==> src/rtl/muldiv_unit.sv <==
// Iterative MIPS32 HI/LO multiply/divide: radix-2 shift-add / restoring divide, one op in flight.
// Fixed latency: accept edge, 32 RUN steps, one FIX edge; start while busy is dropped.
module muldiv_unit #(
  parameter int WIDTH = 32
) (
  input  logic             clk,
  input  logic             reset,
  input  logic             start,
  input  logic [1:0]       op,
  input  logic [WIDTH-1:0] rs_val,
  input  logic [WIDTH-1:0] rt_val,
  input  logic             mthi,
  input  logic             mtlo,
  input  logic [WIDTH-1:0] mt_data,
  output logic             busy,
  output logic             done,
  output logic             div_by_zero,
  output logic [WIDTH-1:0] hi,
  output logic [WIDTH-1:0] lo
);

  localparam int CW = $clog2(WIDTH);

  typedef enum logic [1:0] {IDLE, RUN, FIX} state_t;

  state_t             state_q, state_d;
  logic [CW-1:0]      cnt_q, cnt_d;
  logic [1:0]         op_q, op_d;
  logic [WIDTH-1:0]   a_raw_q, a_raw_d;
  logic [WIDTH-1:0]   opnd_q, opnd_d;
  logic [2*WIDTH-1:0] acc_q, acc_d;
  logic               neg_lo_q, neg_lo_d;
  logic               neg_hi_q, neg_hi_d;
  logic               dz_q, dz_d;
  logic               done_q, done_d;
  logic               dbz_q, dbz_d;
  logic [WIDTH-1:0]   hi_q, hi_d;
  logic [WIDTH-1:0]   lo_q, lo_d;

  logic               a_neg, b_neg;
  logic [WIDTH-1:0]   a_mag, b_mag;
  logic [WIDTH:0]     mul_sum;
  logic [WIDTH:0]     div_rem;
  logic [WIDTH:0]     div_diff;
  logic               div_ge;

  always_comb begin
    // op[0]=0 selects the signed variants
    a_neg    = ~op[0] & rs_val[WIDTH-1];
    b_neg    = ~op[0] & rt_val[WIDTH-1];
    a_mag    = a_neg ? -rs_val : rs_val;
    b_mag    = b_neg ? -rt_val : rt_val;

    mul_sum  = {1'b0, acc_q[2*WIDTH-1:WIDTH]} + (acc_q[0] ? {1'b0, opnd_q} : '0);
    div_rem  = acc_q[2*WIDTH-1:WIDTH-1];
    div_diff = div_rem - {1'b0, opnd_q};
    div_ge   = (div_rem >= {1'b0, opnd_q});

    state_d  = state_q;
    cnt_d    = cnt_q;
    op_d     = op_q;
    a_raw_d  = a_raw_q;
    opnd_d   = opnd_q;
    acc_d    = acc_q;
    neg_lo_d = neg_lo_q;
    neg_hi_d = neg_hi_q;
    dz_d     = dz_q;
    done_d   = 1'b0;
    dbz_d    = dbz_q;
    hi_d     = hi_q;
    lo_d     = lo_q;

    case (state_q)
      IDLE: begin
        if (start) begin
          op_d     = op;
          a_raw_d  = rs_val;
          opnd_d   = op[1] ? b_mag : a_mag;
          acc_d    = {{WIDTH{1'b0}}, (op[1] ? a_mag : b_mag)};
          neg_lo_d = a_neg ^ b_neg;
          neg_hi_d = a_neg;
          dz_d     = op[1] & (rt_val == '0);
          dbz_d    = 1'b0;
          cnt_d    = '0;
          state_d  = RUN;
        end else begin
          if (mthi) hi_d = mt_data;
          if (mtlo) lo_d = mt_data;
        end
      end
      RUN: begin
        // Divide: remainder in the upper half, quotient bits shift in at the bottom.
        if (op_q[1])
          acc_d = {(div_ge ? div_diff[WIDTH-1:0] : div_rem[WIDTH-1:0]), acc_q[WIDTH-2:0], div_ge};
        else
          acc_d = {mul_sum, acc_q[WIDTH-1:1]};
        cnt_d = cnt_q + CW'(1);
        if (cnt_q == CW'(WIDTH-1)) state_d = FIX;
      end
      FIX: begin
        if (op_q[1]) begin
          if (dz_q) begin
            lo_d = '1;
            hi_d = a_raw_q;
          end else begin
            lo_d = neg_lo_q ? -acc_q[WIDTH-1:0] : acc_q[WIDTH-1:0];
            hi_d = neg_hi_q ? -acc_q[2*WIDTH-1:WIDTH] : acc_q[2*WIDTH-1:WIDTH];
          end
        end else begin
          {hi_d, lo_d} = neg_lo_q ? -acc_q : acc_q;
        end
        dbz_d   = dz_q;
        done_d  = 1'b1;
        state_d = IDLE;
      end
      default: state_d = IDLE;
    endcase
  end

  always_ff @(posedge clk) begin
    if (reset) begin
      state_q  <= IDLE;
      cnt_q    <= '0;
      op_q     <= '0;
      a_raw_q  <= '0;
      opnd_q   <= '0;
      acc_q    <= '0;
      neg_lo_q <= 1'b0;
      neg_hi_q <= 1'b0;
      dz_q     <= 1'b0;
      done_q   <= 1'b0;
      dbz_q    <= 1'b0;
      hi_q     <= '0;
      lo_q     <= '0;
    end else begin
      state_q  <= state_d;
      cnt_q    <= cnt_d;
      op_q     <= op_d;
      a_raw_q  <= a_raw_d;
      opnd_q   <= opnd_d;
      acc_q    <= acc_d;
      neg_lo_q <= neg_lo_d;
      neg_hi_q <= neg_hi_d;
      dz_q     <= dz_d;
      done_q   <= done_d;
      dbz_q    <= dbz_d;
      hi_q     <= hi_d;
      lo_q     <= lo_d;
    end
  end

  assign busy        = (state_q != IDLE);
  assign done        = done_q;
  assign div_by_zero = dbz_q;
  assign hi          = hi_q;
  assign lo          = lo_q;

endmodule

==> config.mk <==
export PLATFORM = sky130hd
export DESIGN_NAME = muldiv_unit
export DESIGN_NICKNAME = d
export VERILOG_FILES = /design/src/rtl/muldiv_unit.sv
export SDC_FILE = /design/constraint.sdc
export NUM_CORES = 1
export LEC_CHECK = 0
export CAP_MARGIN = 20
export CORE_AREA = 2 2 177 179
export CTS_CLUSTER_DIAMETER = 40
export CTS_CLUSTER_SIZE = 12
export DETAILED_ROUTE_END_ITERATION = 16
export DIE_AREA = 0 0 179 181
export PLACE_DENSITY = 0.75
export SLEW_MARGIN = 20
export SYNTH_ARGS = -nofsm -noshare
export SYNTH_HDL_FRONTEND = slang
export SYNTH_SLANG_ARGS = --single-unit
==> constraint.sdc <==
create_clock -name clk -period 5.85 [get_ports clk]
set_input_delay 1.17 -clock clk [delete_from_list [all_inputs] [get_ports clk]]
set_output_delay 1.17 -clock clk [all_outputs]
set_load 0.05 [all_outputs]
==> out/qor.yml <==
run_status:
  status: "completed"
cts:
  cts_made_buffers: 37
  numClockSinks: 205
  hold_buffers: 0
  cts-root-buf: "clkbuf_16"
  clk_path_buf_depth: 3
  htreeDepth: 2
  clkTransAtPathRegs_ns: 0.06
  worst_skew_pair.late_latency_ns: 0.54
  cts-resized-gates: 0
  tritoncts: "done"
  cts_setup_buffers: 0
synthesis:
  synth_edf_count: 0
  ys_seq_area_share_pct: 24.8
  yosys.cell_types.count: 79
  syn-num-nets: 2430
  synth_area_sq_um: 16500
  async_reset_ff_share_pct: 0
  ys_warn_count: 0
  synth_seq_cells: 205
  syn_area_per_cell_sq_um: 7.33
  synth_ff_type: "dfxtp_1"
  synthCells: 2255
critical_path:
  cpMaxStageDelayCell: "nor4b_1"
  critical_path_class: "input port to flop"
  worstPathArrival_ns: 4.78
  required_ns: 6.29
  crit_buf_inv: 2
  critPathMaxStageDelay_ns: 0.77
  path_max_fanout: 7
  crit_family: "simple AND/OR/NAND/NOR gates"
  endpoint_kind: "flop"
  cp_cell_sequence: "clkdlybuf4s50_1 -> inv_1 -> ha_1 -> nor3b_1 -> nor4b_1 -> a21oi_1 -> nor2_1 -> o21ai_0 -> xor2_1 -> o22ai_1 -> a211oi_1"
  startpoint_type: "input port"
sta:
  slew_violations: 0
  slew_headroom_pct: 35.4
  clock_skew_ns: 0.0257
  period_share_pct: 74.2
  worstMarginPinSlew_ns: 0.965
  finalHoldWorstSlack_ns: 0.449
  fin_crit_ns: 4.34
  final-hold-violation-count: 0
  fin_tns_setup_ns: 0
  fmax_ghz: 0.231
  setup_violations: 0
  rsz0062_at_grt: "no"
finish:
  multi_input_area_sq_um: 11500
  regArea_sq_um: 4110
  layout_commonest_cell: "nand2_1"
  most-common-layout-cells: "256 x nand2_1, 234 x a21oi_1, 214 x nor2_1"
  utilization_pct: 64.3
  drive_gt1_share_pct: 5.84
  fin_nets: 2497
  fill_cells: 2787
  area_growth_syn_to_layout_pct: 17.9
  fin_area_sq_um: 19500
flow_run:
  drv_cap: 0
pwr:
  p_leak_uw: 0.00732
  power.density_nw_per_um2: 268
  ir_drop_mv: 0.241
placement:
  io_buffers: 169
  place_area_sq_um: 18200
  place.gp.congestion: 1.05
  dpl.hpwl_um: 52100
drt:
  vias_per_cell: 6.76
  ant_nets: 0
  num_vias: 18600
  first_pass_iters: 8
  wirelength_um: 68600
  drc: 0
  avgRoutedWirePerCell_um: 25.0
  drtIter0Drc: 2393
floorplan:
  dieWidth_um: 179
  die_area_sq_um: 32400
  io_pins: 170
  start_util_pct: 54.5
  die_y_um: 181
  rows: 64
  core-area_sq_um: 30300
global_route:
  grt_usage_pct: 41.6
  grt_pass1_vias: 17600
  grt_max_degree: 87
  gr-total-overflow: 0
  grt_first_pass_wirelength_um: 104000
  antenna_found_initial: 0
worst_hold_path:
  hp-class: "flop to flop"
layout make-up:
type                       instances  area share [%]
sequential                       205            21.1
clock buffer                      46            5.13
multi-input combinational       1813            58.7
inverter                          61            1.17
timing repair buffer             204            9.98
antenna                            1          0.0128
clock inverter                    18            1.37
tap                              396            2.54
cells by family after synthesis:
logic type	synth area share (%)
XOR/XNOR	9.59
adder cells (fa/ha/maj)	5.54
buffers and inverters	6.09
multiplexers	3.24
flip-flops	24.8
AO/OA/AOI/OAI	30.3
AND/OR/NAND/NOR	20.4
flip-flops by register name, indices dropped and copies added (netlist names):
| register | count |
|---|---|
| lo | 32 |
| neg_hi_q | 1 |
| opnd_q | 32 |
| neg_lo_q | 1 |
| done | 1 |
| op_q | 1 |
| a_raw_q | 32 |
| acc_q | 64 |
| state_q | 2 |
| cnt_q | 5 |
| hi | 32 |
| dz_q | 1 |
| div_by_zero | 1 |
through the flow:
| step | setup WS [ns] | std cells | total power (uW) |
|---|---|---|---|
| after global placement | 1.14 | 2679 | 2960 |
| after floorplan | 2.18 | 2255 | 2480 |
| after global routing | 1.33 | 2743 | 5400 |
| after detailed placement | 1.20 | 2679 | 2970 |
| after CTS | 1.66 | 2743 | 5190 |
| final | 1.51 | 2744 | 5230 |
path summary, 6_finish.rpt:
check | start | to | slack, ns | depth (start not counted)
min reg2reg | lo[17] | lo[17] | 0.45 | 2
max reg2reg | acc_q[32] | acc_q[56] | 1.55 | 12
min | lo[17] | lo[17] | 0.45 | 2
max | rs_val[0] | opnd_q[26] | 1.51 | 11
worst min-delay path, cell delays in order, from the launching register on:
cell and delay, ns:
dfxtp_1 0.30, nand2_1 0.05, a21oi_1 0.05
cells in the mapped netlist, drive strengths merged (10+ instances only):
cell | instances | area [sq um]
nor4 | 17 | 106
a21o | 30 | 225
nand2b | 22 | 138
o31ai | 30 | 225
a221oi | 12 | 105
or3 | 23 | 149
mux2i | 49 | 490
clkbuf | 155 | 654
nor2b | 13 | 81.3
ha | 70 | 876
nand3 | 38 | 195
xnor2 | 98 | 858
o21ai | 147 | 736
xor2 | 83 | 727
a21oi | 234 | 1170
nor3 | 42 | 210
nand2 | 256 | 961
and2 | 10 | 62.6
a31oi | 26 | 163
o21a | 17 | 128
or2 | 16 | 100
or4 | 23 | 180
o211ai | 37 | 278
and3 | 22 | 138
o221ai | 42 | 368
inv | 59 | 221
dfxtp | 205 | 4100
o41ai | 15 | 131
o22ai | 20 | 125
a211oi | 86 | 646
buf | 20 | 114
nor2 | 217 | 815
power by group:
part | internal [uW] | switching, uW | total, uW
clock | 1440 | 793 | 2230
combinational | 498 | 888 | 1390
sequential | 1490 | 127 | 1610
total | 3420 | 1810 | 5230
per-layer routing:
layer / routed length [um] / global-route usage, %
met1: 26900 / 53.7
met2: 30400 / 64.4
met3: 7500 / 9.91
met4: 3850 / 21.2
met5: 0 / 0
(Power assumes the default switching activity.)
